File: src/rtl/stego_extract.sv
// LSB steganography recovery: packs eight byte LSBs MSB-first into a character,
// XORs it with a repeating key from internal RAM and streams it out until msg_len chars.
module stego_extract #(
  parameter int KEY_LEN = 104,
  parameter int CNT_W   = 11,
  parameter int KA_W    = 7
) (
  input  logic             clk,
  input  logic             reset,
  input  logic             start,
  input  logic [CNT_W-1:0] msg_len,
  input  logic             key_we,
  input  logic [KA_W-1:0]  key_addr,
  input  logic [7:0]       key_data,
  input  logic             pix_valid,
  output logic             pix_ready,
  input  logic [7:0]       pix_data,
  output logic             chr_valid,
  input  logic             chr_ready,
  output logic [7:0]       chr_data,
  output logic             busy,
  output logic             done
);

  typedef enum logic [1:0] {IDLE, EXTRACT, FLUSH, DONE} state_t;

  state_t           state_q;
  logic [2:0]       bit_cnt_q;
  logic [CNT_W-1:0] char_cnt_q;
  logic [CNT_W-1:0] msg_len_q;
  logic [KA_W-1:0]  key_idx_q;
  logic [7:0]       shift_q;
  logic [7:0]       chr_data_q;
  logic             chr_valid_q;
  logic             busy_q;
  logic             done_q;

  logic [7:0]       key_mem [KEY_LEN];

  logic             chr_fire;
  logic             pix_rdy_d;
  logic             pix_fire;
  logic             char_done;
  logic             key_wr;
  logic [7:0]       shift_d;
  logic [CNT_W-1:0] char_cnt_d;
  logic [KA_W-1:0]  key_idx_d;

  always_comb begin
    chr_fire   = chr_valid_q && chr_ready;
    // Only the byte that would complete a character waits for the output slot.
    pix_rdy_d  = (state_q == EXTRACT) &&
                 !(bit_cnt_q == 3'd7 && chr_valid_q && !chr_ready);
    pix_fire   = pix_valid && pix_rdy_d;
    char_done  = pix_fire && (bit_cnt_q == 3'd7);
    shift_d    = {shift_q[6:0], pix_data[0]};
    char_cnt_d = char_cnt_q + CNT_W'(1);
    key_idx_d  = (key_idx_q == KA_W'(KEY_LEN - 1)) ? '0 : key_idx_q + KA_W'(1);
    key_wr     = key_we && !busy_q && ({1'b0, key_addr} < (KA_W + 1)'(KEY_LEN));
  end

  // Key RAM keeps its contents across reset.
  always_ff @(posedge clk) begin
    if (key_wr) key_mem[key_addr] <= key_data;
  end

  always_ff @(posedge clk or posedge reset) begin
    if (reset) begin
      state_q     <= IDLE;
      bit_cnt_q   <= '0;
      char_cnt_q  <= '0;
      msg_len_q   <= '0;
      key_idx_q   <= '0;
      shift_q     <= '0;
      chr_data_q  <= '0;
      chr_valid_q <= 1'b0;
      busy_q      <= 1'b0;
      done_q      <= 1'b0;
    end else begin
      if (chr_fire) chr_valid_q <= 1'b0;
      if (pix_fire) begin
        shift_q   <= shift_d;
        bit_cnt_q <= bit_cnt_q + 3'd1;
      end
      if (char_done) begin
        chr_data_q  <= shift_d ^ key_mem[key_idx_q];
        chr_valid_q <= 1'b1;
        key_idx_q   <= key_idx_d;
        char_cnt_q  <= char_cnt_d;
        if (char_cnt_d == msg_len_q) state_q <= FLUSH;
      end
      case (state_q)
        IDLE, DONE: begin
          if (start) begin
            msg_len_q  <= msg_len;
            bit_cnt_q  <= '0;
            char_cnt_q <= '0;
            key_idx_q  <= '0;
            if (msg_len == '0) begin
              state_q <= DONE;
              done_q  <= 1'b1;
            end else begin
              state_q <= EXTRACT;
              busy_q  <= 1'b1;
              done_q  <= 1'b0;
            end
          end
        end
        FLUSH: begin
          if (chr_fire) begin
            state_q <= DONE;
            busy_q  <= 1'b0;
            done_q  <= 1'b1;
          end
        end
        default: ;
      endcase
    end
  end

  assign pix_ready = pix_rdy_d;
  assign chr_valid = chr_valid_q;
  assign chr_data  = chr_data_q;
  assign busy      = busy_q;
  assign done      = done_q;

endmodule

File: config.mk
export PLATFORM = sky130hd
export DESIGN_NAME = stego_extract
export DESIGN_NICKNAME = d
export VERILOG_FILES = /design/src/rtl/stego_extract.sv
export SDC_FILE = /design/constraint.sdc
export NUM_CORES = 1
export LEC_CHECK = 0
export ABC_AREA = 0
export BUFFER_PORTS_ARGS = -buffer_cell sky130_fd_sc_hd__buf_2
export CAP_MARGIN = 15
export CORE_ASPECT_RATIO = 0.75
export CORE_MARGIN = 4
export CORE_UTILIZATION = 55
export DETAILED_ROUTE_END_ITERATION = 6
export PLACE_DENSITY = 0.78
export SLEW_MARGIN = 25
export SYNTH_ARGS = -nofsm -noshare
export SYNTH_HDL_FRONTEND = slang
export SYNTH_SLANG_ARGS = --single-unit
File: constraint.sdc
create_clock -name clk -period 2.5 [get_ports clk]
set_input_delay 0.25 -clock clk [delete_from_list [all_inputs] [get_ports clk]]
set_output_delay 0.25 -clock clk [all_outputs]
set_load 0.03 [all_outputs]
==> results.tsv <==
metric	value	unit
Startpoint Class	flip-flop	
Placed Cells incl. Taps	2890	
PnR worst setup slack	-282.6	ps
hold crit path type	input pin to flip-flop	
Least-Margin Pin Slew	898.3	ps
PortBufs	44	
Skew-Pair Late Insertion Delay	640	ps
Clock Tree Buf Depth	3	
CTS Sinks	884	
Synth Flop Type	edfxtp_1	
via density per instance	6.427	
total power	40.34	mW
Root Driver	clkbuf_16	
kind of critical path	flip-flop to flip-flop	
final period demand of the worst path	2783	ps
cts bufs inserted	80	
antenna viol nets, final	0	
Post-synth EDFFs	832	
GRT Overall Usage	26.92	%
CTS tree	yes	
Max Freq	0.3594	GHz
most common cell after layout, fill and taps aside	edfxtp_1	
dpl cell area	38370	sq um
Distinct cells, synth	64	
Area Overhead vs Synth	19.98	%
Setup violations, final	8	
DRT Pass-1 Iters	5	
Multi-input gate area	8680	sq um
Post-Synthesis Cells	1797	
flops & latches, synth	884	
Ys Warns	0	
Layout Nets	2200	
DR iter-0 viols	2872	
PwrDens	959.0	nW/um^2
layout cells sized above 1	34.45	%
core area	62570	sq um
final wirelength	90.56	mm
Peak VDD IR	0.7132	mV
fin crit share	111.3	%
synthesized net count	1843	
Slew Limit Fails	0	
antenna violations before repair	6	
post-synthesis async set-or-reset flop share	5.882	%
cell area after layout	42070	sq um
vias in the first global route	19800	
standard-cell row count	79	
die height	226.7	um
Critical Path RT	3000	ps
Slew HR	40.11	%
commonest non-fill, non-tap cells in the layout	edfxtp_1 (832), buf_4 (257), mux4_2 (168), nor2_1 (138), mux2i_1 (95)	
Initial Utilization	56.04	%
IO Count	52	
depth of the CTS H-tree	3	
total number of vias	19720	
Worst Path Arrival	3280	ps
Clock transition at path regs	70	ps
Final Hold Fails	0	
status	complete, but fails checks	
post-DP HPWL	56.08	mm
violated checks	setup timing	
DIE WIDTH	299.6	um
hold_ws	92.30	ps
Reg area	26290	sq um
P_leak	14.13	nW
clk_skew	31.48	ps
worst-path fanout max	14	
WL/cell	29.51	um
DRC viols	0	
syn_area_per_cell	19.51	sq um
RSZ-0062 raised after global routing	true	
Synth Cell Area	35060	sq um
Final Instance Count excl. Fillers	3069	
Die Area	67900	sq um
GPL Wtd Cong	0.9186	
Max-Cap Viols	0	
first-pass GRT wire length	132.7	mm
Filler Cell Count	3852	
sequential element share of the synthesized area	74.96	%
crit end category	flip-flop	
largest net degree at the start of global routing	74	
GRT overflow	0	
[synthesized netlist by cell type (5+ instances only)]
cell type / number / area [sq um]
nor3_1: 13 / 65.06
clkbuf_1: 39 / 146.4
o221ai_1: 16 / 140.1
a22o_1: 16 / 140.1
edfxtp_1: 832 / 24980
buf_2: 21 / 105.1
a211oi_1: 9 / 67.56
mux2_2: 29 / 326.6
mux2i_1: 102 / 1021
nor2b_1: 13 / 81.33
mux4_2: 168 / 3784
buf_1: 7 / 26.28
a221oi_1: 26 / 227.7
ha_1: 6 / 75.07
dfrtp_1: 52 / 1301
nand3_1: 20 / 100.1
nand2_1: 57 / 214.0
buf_6: 13 / 146.4
nor4_1: 7 / 43.79
buf_4: 9 / 67.56
o22ai_1: 27 / 168.9
buf_12: 5 / 100.1
or3_1: 6 / 37.54
o21ai_0: 21 / 105.1
a21oi_1: 28 / 140.1
xnor2_1: 19 / 166.4
and2_1: 5 / 31.28
xor2_1: 14 / 122.6
nor2_1: 140 / 525.5
inv_1: 9 / 33.78
[area by class of cell]
class | instances | share of cell area (%)
Sequential cell | 884 | 62.50
Antenna cell | 1 | 0.005948
Inverter | 11 | 0.09815
Clock inverter | 37 | 0.7971
Tap cell | 850 | 2.528
Timing Repair Buffer | 371 | 8.075
Clock buffer | 109 | 5.362
Multi-Input combinational cell | 806 | 20.63
[power breakdown]
part           switching (mW)  leakage, nW  internal [mW]
clock                    5.36         1.26           6.87
combinational            5.63         4.74           5.77
sequential              0.324         8.13           16.4
total                    11.3         14.1           29.0
[state kept, by name, indices dropped and copies added, names as in the netlist]
register,count
char_cnt_q,11
chr_valid,1
shift_q,7
msg_len_q,11
chr_data,8
key_idx_q,7
state_q,2
done,1
busy,1
key_mem,832
bit_cnt_q,3
[critical path, cell delays in order, from the launching register on]
cell and delay [ps]:
dfrtp_4 500, buf_12 150, buf_12 150, buf_16 160
buf_4 140, mux4_2 420, a22o_1 240, a221oi_2 270
o22ai_2 130, buf_4 170, nor3_1 190, o31ai_1 100
[stage by stage]
step | TNS [ps] | utilization [%] | setup slack (ps)
floorplan | 0 | - | 55.86
global placement | -2276 | 61.33 | -389.7
detailed placement | -3405 | 61.33 | -364.2
CTS | -1701 | 66.66 | -240.1
global route | -2217 | 67.23 | -319.2
finish | -1652 | 67.24 | -282.6
[timing repair]
item | 4_1_cts | 5_1_grt
buffers inserted | 11 | 9
pin swaps | 24 | 37
endpoints found under the hold margin | 45 | 0
setup endpoints to repair | 80 | 121
hold buffers | 15 | 0
cloned | 5 | 0
gates resized for setup | 67 | 73
[path summary, 6_finish.rpt]
kind | from | to | slack (ps) | cells after the start
max | key_idx_q[0]$_DFF_PP0_ | chr_data[6]$_DFFE_PP0N_ | -280 | 11
min | key_data[4] | key_mem[43][4]$_DFFE_PP_ | 90 | 1
max reg2reg | key_idx_q[0]$_DFF_PP0_ | chr_data[6]$_DFFE_PP0N_ | -280 | 11
min reg2reg | msg_len_q[7]$_DFFE_PP0P_ | msg_len_q[7]$_DFFE_PP0P_ | 530 | 1
max in group asynchronous | reset | msg_len_q[9]$_DFFE_PP0P_ | 1410 | 4
min in group asynchronous | reset | done$_DFFE_PP0P_ | 300 | 3
[routing by layer]
| layer | vias up | GRT usage, % | routed length (um) | part of all wire [%] |
|---|---|---|---|---|
| met1 | 10090 | 38.69 | 34600 | 38 |
| met5 | - | 0 | 48 | 0.053 |
| met3 | 209 | 9.256 | 12230 | 14 |
| met4 | 8 | 7.180 | 2502 | 2.8 |
| li1 | 8053 | - | - | - |
| met2 | 1360 | 40.12 | 41180 | 45 |
[kinds of logic after synthesis]
kind of cell / count (synthesis) / synth area share [%]
compound gates: 191 / 3.979
xor+xnor: 33 / 0.8243
fa+ha+maj: 6 / 0.2141
buf+inv: 107 / 1.891
flops: 884 / 74.96
mux: 301 / 14.72
simple gates: 275 / 3.408
(Power assumes the default switching activity.)
